--- src/rtl/seq_logic_pkg.sv ---
// Shared types for the seq_logic_pipe delay-line block.
// The operating-mode encoding is the only thing shared between the block and its users.
package seq_logic_pkg;

   typedef enum logic [1:0] {
      HOLD  = 2'd0,
      LOAD  = 2'd1,
      DELAY = 2'd2,
      EDGE  = 2'd3
   } mode_t;

endpackage

--- src/rtl/seq_stage.sv ---
// One W-bit delay-line register with synchronous active-high reset and clock enable.
module seq_stage #(
   parameter int W = 1
) (
   input  logic         clk,
   input  logic         rst,
   input  logic         en,
   input  logic [W-1:0] d,
   output logic [W-1:0] q
);

   // Reset wins over enable so a reset edge always empties the stage
   always_ff @(posedge clk) begin
      if (rst) begin
         q <= '0;
      end else if (en) begin
         q <= d;
      end
   end

endmodule

--- src/rtl/seq_logic_pipe.sv ---
// Delay line with a mode-selected registered output: hold, load, delayed copy, or rising-edge detect.
// A fill counter tracks how much of the delay line holds post-reset data so valid is never early.
module seq_logic_pipe
   import seq_logic_pkg::*;
#(
   parameter int W     = 1,
   parameter int DEPTH = 4
) (
   input  logic         CLK,
   input  logic         RST,
   input  logic [W-1:0] A,
   input  logic [1:0]   mode,
   input  logic         en,
   output logic [W-1:0] F,
   output logic         valid
);

   localparam int             CW      = $clog2(DEPTH + 1);
   localparam logic [CW-1:0]  CNT_MAX = CW'(DEPTH);

   logic [W-1:0]  stage [DEPTH];
   logic [CW-1:0] cnt;
   mode_t         cur_mode;
   logic [W-1:0]  f_next;
   logic          valid_next;

   assign cur_mode = mode_t'(mode);

   // The line shifts on every enabled edge regardless of mode, so switching modes never flushes it
   generate
      for (genvar g = 0; g < DEPTH; g++) begin : g_stage
         logic [W-1:0] d;
         if (g == 0) begin : g_head
            assign d = A;
         end else begin : g_tail
            assign d = stage[g-1];
         end
         seq_stage #(.W(W)) u_stage (
            .clk (CLK),
            .rst (RST),
            .en  (en),
            .d   (d),
            .q   (stage[g])
         );
      end
   endgenerate

   always_ff @(posedge CLK) begin
      if (RST) begin
         cnt <= '0;
      end else if (en && (cnt != CNT_MAX)) begin
         cnt <= cnt + CW'(1);
      end
   end

   // Decisions use the pre-edge counter and stage values, matching what is being shifted out
   always_comb begin
      f_next     = F;
      valid_next = valid;
      case (cur_mode)
         LOAD: begin
            f_next     = A;
            valid_next = 1'b1;
         end
         DELAY: begin
            f_next     = stage[DEPTH-1];
            valid_next = (cnt == CNT_MAX);
         end
         EDGE: begin
            f_next     = A & ~stage[0];
            valid_next = (cnt != '0);
         end
         default: begin
            f_next     = F;
            valid_next = valid;
         end
      endcase
   end

   always_ff @(posedge CLK) begin
      if (RST) begin
         F     <= '0;
         valid <= 1'b0;
      end else if (en) begin
         F     <= f_next;
         valid <= valid_next;
      end
   end

endmodule

--- config.mk ---
export PLATFORM = sky130hd
export DESIGN_NAME = seq_logic_pipe
export DESIGN_NICKNAME = d
export VERILOG_FILES = /design/src/rtl/seq_logic_pkg.sv /design/src/rtl/seq_stage.sv /design/src/rtl/seq_logic_pipe.sv
export SDC_FILE = /design/constraint.sdc
export NUM_CORES = 1
export LEC_CHECK = 0
export ABC_AREA = 1
export BUFFER_PORTS_ARGS = -buffer_cell sky130_fd_sc_hd__buf_2
export CELL_PAD_IN_SITES_DETAIL_PLACEMENT = 1
export CELL_PAD_IN_SITES_GLOBAL_PLACEMENT = 1
export CORE_AREA = 2 2 39 41
export DETAILED_ROUTE_END_ITERATION = 10
export DIE_AREA = 0 0 41 43
export PLACE_DENSITY = 0.74
export RECOVER_POWER = 25
export SYNTH_ARGS = -nofsm -noshare
export SYNTH_HDL_FRONTEND = slang
export SYNTH_SLANG_ARGS = --single-unit
--- constraint.sdc ---
create_clock -name CLK -period 1.6 [get_ports CLK]
set_clock_uncertainty 0.1 [all_clocks]
set_input_delay 0 -clock CLK [delete_from_list [all_inputs] [get_ports CLK]]
set_output_delay 0 -clock CLK [all_outputs]
set_load 0.01 [all_outputs]
# Word level (Yosys, flattened, before mapping)
# Cells that the tools add are included.
[classes]
n_addsub = 1
n_mul = 0
div = 0
magnitude_cmp = 0
eq_ne = 5
shifts = 0
n_mux = 2
n_bitwise = 2
n_reduce_logical = 4
[ops]
columns = ["operator", "n"]
rows = [
  ["1-bit one-hot mux with 3 select lines", 2],
  ["3-bit nonzero test", 2],
  ["2-bit == test (second input constant)", 2],
  ["3-bit by 1-bit adder with 3-bit output (second input constant)", 1],
  ["3-bit == test (second input constant)", 1],
  ["3-bit != test (second input constant)", 1],
  ["2-bit by 1-bit == test with 1-bit output (second input constant)", 1],
  ["2-bit AND reduction", 1],
  ["1-bit AND", 1],
  ["1-bit logical AND", 1],
  ["1-bit inverter", 1],
]
[totals]
ff_bits = 9
latch_bits = 0
ram_bits = 0
romBits = 0
input_bits = 6
output_inout_bits = 2
wordCells = 21
memories = 0

# Depth between registers and ports, before layout
# Gate-level depths: netlist (run 1).
[depth]
depth_word = 3
depth_mapped = 7

# Hierarchy
# Synthesis (run 1) repeated with hierarchy kept, for this count alone.
[unflattened]
cells_unflattened = 67
area_unflattened_um2 = 462.9
[by_module_without_submodules]
columns = ["mod", "n_inst", "cells_per_inst", "area_per_inst_um2", "seq_area_each_um2"]
rows = [
  ["seq_logic_pipe", 1, 39, 282.8, 100.1],
  ["seq_stage", 4, 7, 45.0, 20.0],
]

# Worst setup path after synthesis (run 1)
# No wires, ideal clock.
[synth_timing]
path_type = "reg2reg"
from = "reg cnt[0]"
to = "reg cnt[0]"
setup_ns = 0.119
arrival_time_ns = 0.892
required_ns = 1.381
path_slack_ns = 0.489
path_stages_with_launch = 7
path_buffers = 0
synth_period_minus_slack_ns = 1.111
path_cell_list = "dfxtp_1 > inv_1 > ha_1 > nand2_1 > nand2_1 > o21ai_0 > a21oi_1"
[synth_between]
elab_chain_cells = 2
elab_cells_between_ends = 3
classes_between = "add/sub: 1; eq/ne: 1; reduce/logical: 1"
[synth_rtl]
columns = ["item", "line", "source"]
rows = [
  ["from (decl)", "seq_logic_pipe.sv:22", "logic [CW-1:0] cnt;"],
  ["from (signal assigned)", "seq_logic_pipe.sv:52", "cnt <= cnt + CW'(1);"],
  ["parallel branches: the longest is 2 deep, another holds 3-bit by 1-bit adder with 3-bit output", "-", ""],
]
# Several ways; the timed one is not identified.
# A chain may end at the register's enable or synchronous reset.

==> out/qor.yml, run 1 <==
synthesis:
  number_of_distinct_library_cells_after_synthesis: 17
  ys_seq_area_frac: 0.419
  synthesized_area_divided_by_synthesized_cell_count_um2: 7.97
  number_of_register_bits_inferred_by_synthesis: 9
  syn-cell-area_um2: 430
  syn_nets: 62
  synth.yosys.warnings: 0
  synthCells: 54
critical_path:
  worstSetupPathType: "in -> reg"
  worst-path-max-fanout: 10
  timing.critical_path.slowest_cell_delay_ns: 0.56
  cp_data_arrival_time_ns: 1.57
  worst_ep_required_time_ns: 1.65
  worst_setup_path_start_kind: "primary input"
  cp_slowest_cell: "sky130_fd_sc_hd__dlygate4sd3_1"
  critical_path.endpoint_type: "register"
  worst_path_most_repeated_cell: "sky130_fd_sc_hd__dlygate4sd3_1"
  crit_chain: "dlygate4sd3_1 > clkbuf_4 > o21ai_0 > a21oi_1 > dlygate4sd3_1"
power:
  static-leakage-power_uw: 0.000250
  power_density_nw_per_um2: 944
  worst_ir_drop_vdd_mv: 0.388
  report.power.total_uw: 513
routing:
  initialDrtViolationCount: 5
  drc: 0
  routed_wl_um: 986
  pre_antenna_drt_iters: 4
  dr_total_vias: 401
  detail-route-antenna-nets: 0
  drt-wirelength-per-cell_um: 11.7
  drt-vias-per-instance: 4.77
floorplan:
  initial_util: 0.311
  ioPinCount: 8
  floorplan.die.height_um: 43
  floorplan.die.width_um: 41
  num_rows: 14
  core-area_um2: 1380
  die-area_um2: 1760
clock_network:
  clk_path_buf_depth: 2
  clock_tree.htree_level_count: 1
  clock_latency_ns: 0.26
  cts.reportedPaths.clkPinSlew_ns: 0.07
  tritoncts.num_buffers: 3
  postCtsSetupRepairBufs: 0
  tritoncts: "yes"
  cts_root_buffer: "sky130_fd_sc_hd__clkbuf_4"
  cts_sink_cnt: 9
grt:
  grt_pass1_wl_um: 1630
  grt.met3_usage: 0.0157
  grt_antenna_before_repair: 0
  gr-usage-met1: 0.164
  grt_busiest_layer: "met2"
  grt_pass1_vias: 375
  globalRouteTotalUtil: 0.138
  grt.met2_usage: 0.213
  grt-ovfl-total: 0
  grt_max_degree: 11
placement:
  place.gp.congestion: 0.689
  detailed_place_hpwl_um: 684
  place_ws_ns: 0.358
  port-buffer-count: 7
sta:
  slew_violations: 0
  timing_hold_violations_final: 0
  final_setup_violation_count: 0
  final_critical_path_setup_slack_ns: 0.0708
  final.hold.worst_slack_ns: 0.0339
  final_min_period_over_clock_period: 0.956
  min_period_ns: 1.53
  grt_setup_unrepaired: "false"
  timing.max_slew.rel_slack: 0.865
  tightestPinTransition_ns: 0.200
  max_clock_freq_mhz: 654
  setup_tns_ns: 0
run_status:
  run_status: "finished, final reports clean"
final_layout:
  drive_above_1_share: 0.191
  final_util: 0.392
  number_of_nets_at_the_end_of_the_flow: 77
  flow.area_growth_from_synthesis_pct: 26.2
  n_antenna_cell: 0
flow_run:
  cap_violations: 0
worst_hold_path:
  worstHoldPathType: "in -> reg"
## worst max-delay path: cells and delay by family
kind	cells	cell delay (ns)
compound gates	2	0.30
buf+inv	3	1.28
## layer usage
layer	up-vias	wire length, µm	part of all wire
li1	203	-	-
met1	186	437	0.44
met2	10	491	0.50
met3	2	42	0.043
met4	0	14	0.014
met5	-	0	0
## registers in the layout, summed over array words and instances (netlist names)
name               flops
F                      1
g_stage.u_stage.q      4
cnt                    3
valid                  1
## cells by family (layout without fill, tap and decap cells)
logic type	Yosys count	after routing	share of synthesized area
compound gates	14	14	0.169
fa+ha+maj	2	2	0.0581
buf+inv	9	23	0.102
flops	9	9	0.419
simple gates	20	20	0.253
## area by class of cell
cell class                      count  area, µm²
Fill cell                         173        841
Multi-Input combinational cell     36        206
Sequential cell                     9        180
Timing Repair Buffer               11       75.1
Inverter                            8       35.0
Clock buffer                        4       26.3
Tap cell                           16       20.0
## cell usage in the layout, fill, tap and decap left out
| master | n |
|---|---|
| sky130_fd_sc_hd__dfxtp_1 | 9 |
| sky130_fd_sc_hd__o21ai_1 | 1 |
| sky130_fd_sc_hd__o21ai_0 | 6 |
| sky130_fd_sc_hd__inv_4 | 2 |
| sky130_fd_sc_hd__nor2_8 | 1 |
| sky130_fd_sc_hd__a21oi_1 | 6 |
| sky130_fd_sc_hd__dlygate4sd3_1 | 4 |
| sky130_fd_sc_hd__buf_2 | 4 |
| sky130_fd_sc_hd__nand2_1 | 5 |
| sky130_fd_sc_hd__nor2_4 | 1 |
| sky130_fd_sc_hd__clkbuf_1 | 3 |
| sky130_fd_sc_hd__nand3_1 | 1 |
| sky130_fd_sc_hd__nand4_1 | 1 |
| sky130_fd_sc_hd__inv_1 | 6 |
| sky130_fd_sc_hd__nand3b_1 | 1 |
| sky130_fd_sc_hd__ha_1 | 2 |
| sky130_fd_sc_hd__o21bai_1 | 1 |
| sky130_fd_sc_hd__nand2_2 | 1 |
| sky130_fd_sc_hd__nor2_1 | 9 |
| sky130_fd_sc_hd__clkbuf_4 | 4 |
## synthesized netlist by cell type
library cell	n	area, µm²
sky130_fd_sc_hd__dfxtp_1	9	180
sky130_fd_sc_hd__inv_1	7	26.3
sky130_fd_sc_hd__nand3b_1	1	7.51
sky130_fd_sc_hd__nor2_4	1	11.3
sky130_fd_sc_hd__a21oi_1	6	30.0
sky130_fd_sc_hd__o21bai_1	1	7.51
sky130_fd_sc_hd__nand2_1	5	18.8
sky130_fd_sc_hd__nor2_8	1	20.0
sky130_fd_sc_hd__o21ai_0	6	30.0
sky130_fd_sc_hd__buf_6	1	11.3
sky130_fd_sc_hd__nand2_2	1	6.26
sky130_fd_sc_hd__inv_4	1	6.26
sky130_fd_sc_hd__nand3_1	1	5.00
sky130_fd_sc_hd__o21ai_1	1	5.00
sky130_fd_sc_hd__nand4_1	1	6.26
sky130_fd_sc_hd__ha_1	2	25.0
sky130_fd_sc_hd__nor2_1	9	33.8
## per-stage QoR
step / std cells / cell area, µm²
final: 84 / 543
after detailed placement: 76 / 474
after CTS: 84 / 541
after global routing: 84 / 543
after floorplan: 54 / 430
after global placement: 76 / 474
## power by group
group / internal (µW) / leakage [µW] / switching (µW) / total, µW
sequential: 240 / 0.0000745 / 7.75 / 248
clock: 96.2 / 0.0000150 / 84.1 / 180
combinational: 35.9 / 0.000161 / 48.9 / 84.8
total: 372 / 0.000250 / 141 / 513
## path summary, 6_finish.rpt
kind | cells past startpoint | slack [ns] | from | end
worst max-delay path | 5 | 0.07 | en | g_stage[0].u_stage.q
worst min-delay path | 4 | 0.03 | mode[1] | valid
worst max register to register | 3 | 0.26 | g_stage[0].u_stage.q | g_stage[0].u_stage.q
worst min register to register | 2 | 0.38 | g_stage[0].u_stage.q | g_stage[1].u_stage.q
## timing repair
| action | CTS | global route |
|---|---|---|
| hold endpoints to repair | 3 | 0 |
| hold buffers | 4 | 0 |
| setup endpoints to repair | 0 | 1 |
| gates resized for setup | 0 | 3 |
(Power assumes the default switching activity.)
==> run 2: changes to the inputs <==
CORE_AREA = unset   (was 2 2 39 41)
CORE_MARGIN = 1.5   (was unset)
CORE_UTILIZATION = 35   (was unset)
DIE_AREA = unset   (was 0 0 41 43)
PLACE_DENSITY = 0.79   (was 0.74)
SYNTH_HIERARCHICAL = 1   (was unset)
==> run 2 against run 1 <==
Synthesized area increased by 7.6%. Final area increased by 3.0%. Final cell count increased by 12%. Wire length increased by 9.0%. Hold slack got worse by 0.0055 ns. Clock power decreased by 4%. Setup slack improved by 0.24 ns. Sequential power about the same. Sequential share of layout area decreased by 0.96 points. Core utilization increased by 8.5 points. Critical path type is now reg -> reg. Largest power group unchanged. Highest routed layer is now met3.
==> out/qor.yml, run 2 <==
run_status:
  run_status: "finished, final reports clean"
synthesis:
  number_of_register_bits_inferred_by_synthesis: 9  # unchanged
  synth_top_cells_by_area: "sky130_fd_sc_hd__dfxtp_1 39%, sky130_fd_sc_hd__nand2_1 16%, sky130_fd_sc_hd__inv_1 11%"
  syn-cell-area_um2: 463  # +7.6%
  netlist_top_cells_count: "20 x sky130_fd_sc_hd__nand2_1, 14 x sky130_fd_sc_hd__inv_1, 9 x sky130_fd_sc_hd__dfxtp_1"
  synth_largest_area_cell: "sky130_fd_sc_hd__dfxtp_1"
  post-synth-top-area-fraction: 0.389  # -0.0294
  synth_enable_flop_cells: 0  # unchanged
  syn_nets: 75  # +21%
  number_of_distinct_library_cells_after_synthesis: 14  # -3
  synthCells: 67  # +24%
  synth-async-reset-ratio: 0  # unchanged
  synth.yosys.warnings: 6  # +6
  synthesized_area_divided_by_synthesized_cell_count_um2: 6.91  # -13%
  synth_most_common_cell: "sky130_fd_sc_hd__nand2_1"
  dominantRegCellSynth: "sky130_fd_sc_hd__dfxtp_1"
  ys_seq_area_frac: 0.389  # -0.0294
clock_network:
  clock_latency_ns: 0.25  # about the same
  cts.reportedPaths.clkPinSlew_ns: 0.06  # about the same
  clock_tree.htree_level_count: 1  # unchanged
  cts_root_buffer: "sky130_fd_sc_hd__clkbuf_4"
  tritoncts: "yes"
  cts-resized-gates: 0  # unchanged
  cts_sink_cnt: 9  # unchanged
  clk_path_buf_depth: 2  # unchanged
  tritoncts.num_buffers: 3  # unchanged
grt:
  grt_max_degree: 11  # unchanged
  grt_pass1_vias: 470  # +25%
  grt_antenna_before_repair: 0  # unchanged
  grt_pass1_wl_um: 1870  # +15%
  globalRouteTotalUtil: 0.191  # +0.0530
  grt-ovfl-total: 0  # unchanged
worst_hold_path:
  worstHoldPathType: "in -> reg"
floorplan:
  initial_util: 0.395  # +0.0843
  core-area_um2: 1170  # -15%
  die-area_um2: 1550  # -12%
  ioPinCount: 8  # unchanged
  num_rows: 12  # -2
  floorplan.die.height_um: 39.4  # -8.4%
  floorplan.die.width_um: 39.4  # -4.0%
power:
  power.switching_uw: 137  # -2.4%
  static-leakage-power_uw: 0.000289  # +16%
  power_density_nw_per_um2: 905  # -4.2%
  pwr-share-seq: 0.489  # +0.006
  switching_share: 0.271  # -0.00308
  power.clock.fraction: 0.342  # -0.010
  pwr-share-comb: 0.168  # +0.003
  internal_power_summed_over_all_cells_uw: 369  # -0.88%
  worst_ir_drop_vdd_mv: 0.576  # +49%
routing:
  initialDrtViolationCount: 5  # unchanged
  drc: 0  # unchanged
  detail-route-antenna-nets: 0  # unchanged
  pre_antenna_drt_iters: 4  # unchanged
  routed_wl_um: 1080  # +9.0%
  drt-wirelength-per-cell_um: 11.4  # -2.6%
  drt-vias-per-instance: 4.66  # -2.4%
  dr_total_vias: 438  # +9.2%
sta:
  final_critical_path_setup_slack_ns: 0.309  # +0.238 ns
  grt_setup_unrepaired: "false"
  min_period_ns: 1.29  # -0.238 ns
  final_min_period_over_clock_period: 0.807  # -0.149
  slew_violations: 0  # unchanged
  timing_hold_violations_final: 0  # unchanged
  max_clock_freq_mhz: 775  # +18%
  setup_tns_ns: 0  # unchanged
  final_setup_violation_count: 0  # unchanged
  timing.max_slew.rel_slack: 0.869  # +0.00422
  tightestPinTransition_ns: 0.196  # -0.00421 ns
final_layout:
  final_cell_mix: "20 x sky130_fd_sc_hd__nand2_1, 14 x sky130_fd_sc_hd__inv_1, 9 x sky130_fd_sc_hd__dfxtp_1, 6 x sky130_fd_sc_hd__nor2_1"
  number_of_nets_at_the_end_of_the_flow: 89  # +16%
  mostFrequentLayoutCell: "sky130_fd_sc_hd__nand2_1"
  n_antenna_cell: 0  # unchanged
  fillers: 163  # -5.8%
  top_register: "g_stage.u_stage/q"
  largestRegisters: "g_stage.u_stage/q (4), cnt (3)"
  drive_above_1_share: 0.200  # +0.00882
  final_util: 0.478  # +0.0852
  flow.area_growth_from_synthesis_pct: 20.8
  largest_reg_flops: 4  # unchanged
critical_path:
  worst_ep_required_time_ns: 1.69  # +0.04 ns
  critical_path.endpoint_type: "register"
  worst-path-max-fanout: 5  # -5
  worstSetupPathType: "reg -> reg"
  worst_setup_path_start_kind: "register"
  cp_data_arrival_time_ns: 1.38  # -0.19 ns
flow_run:
  cap_violations: 0  # unchanged
placement:
  detailed_place_hpwl_um: 733  # +7.1%
  place.gp.congestion: 0.605  # -12%
  place_ws_ns: 0.349  # -0.00907 ns
  port-buffer-count: 7  # unchanged
## run 2: cell type report
type                            count  area, µm²  share of cell area
Clock buffer                        4       26.3              0.0470
Sequential cell                     9        180               0.322
Multi-Input combinational cell     44        230               0.412
Timing Repair Buffer                9       52.6              0.0940
Inverter                           14       52.6              0.0940
Tap cell                           14       17.5              0.0313
## run 2: logic make-up after synthesis
kind of cell	synth area share
buffers and inverters	0.114
adders and majority gates	0.0540
and+or+nand+nor	0.343
AOI/OAI and AO/OA	0.0811
xor gates and xnor gates	0.0189
DFF	0.389
## run 2: worst paths after layout
kind	startpoint	cells after the start	endpoint	slack (ns)
max	cnt[0]	7	cnt[2]	0.31
min	en	3	g_stage[3].u_stage/q	0.03
max reg2reg	cnt[0]	7	cnt[2]	0.31
min reg2reg	F	2	F	0.37
## run 2: per-stage QoR
step / hold WS [ns] / instances / area (µm²) / total power, µW
2_1_floorplan: -0.0309 / 67 / 463 / 304
4_1_cts: 0.0233 / 94 / 562 / 517
3_3_place_gp: 0.207 / 88 / 515 / 329
6_report: 0.0285 / 94 / 559 / 506
5_1_grt: 0.0517 / 94 / 559 / 542
3_5_place_dp: 0.207 / 88 / 515 / 333
## run 2: worst max-delay path, cell delays in order (launching register included)
cell,delay [ns]
sky130_fd_sc_hd__dfxtp_1,0.36
sky130_fd_sc_hd__inv_1,0.07
sky130_fd_sc_hd__ha_1,0.21
sky130_fd_sc_hd__nand2_1,0.12
sky130_fd_sc_hd__nand2_2,0.11
sky130_fd_sc_hd__inv_1,0.08
sky130_fd_sc_hd__nand2_1,0.06
sky130_fd_sc_hd__a21oi_1,0.11
## run 2: routing by layer
layer | up-vias | GRT usage | share of wire
met2 | 5 | 0.383 | 0.59
met5 | - | 0 | 0
met1 | 209 | 0.174 | 0.38
li1 | 224 | - | -
met4 | 0 | 0.0517 | 0
met3 | 0 | 0.0682 | 0.030
## run 2: repair_timing
action                    in CTS  in global routing
buffers inserted               0                  0
hold endpoints to repair       6                  0
hold buffers                   2                  0
## run 2: power groups by stage
stage	registers [µW]	clock network (µW)	logic, µW
2_1_floorplan	252	0	52.0
3_3_place_gp	252	0	77.1
3_5_place_dp	253	0	80.5
4_1_cts	248	182	87.4
5_1_grt	250	193	99.5
6_report	248	173	85.2
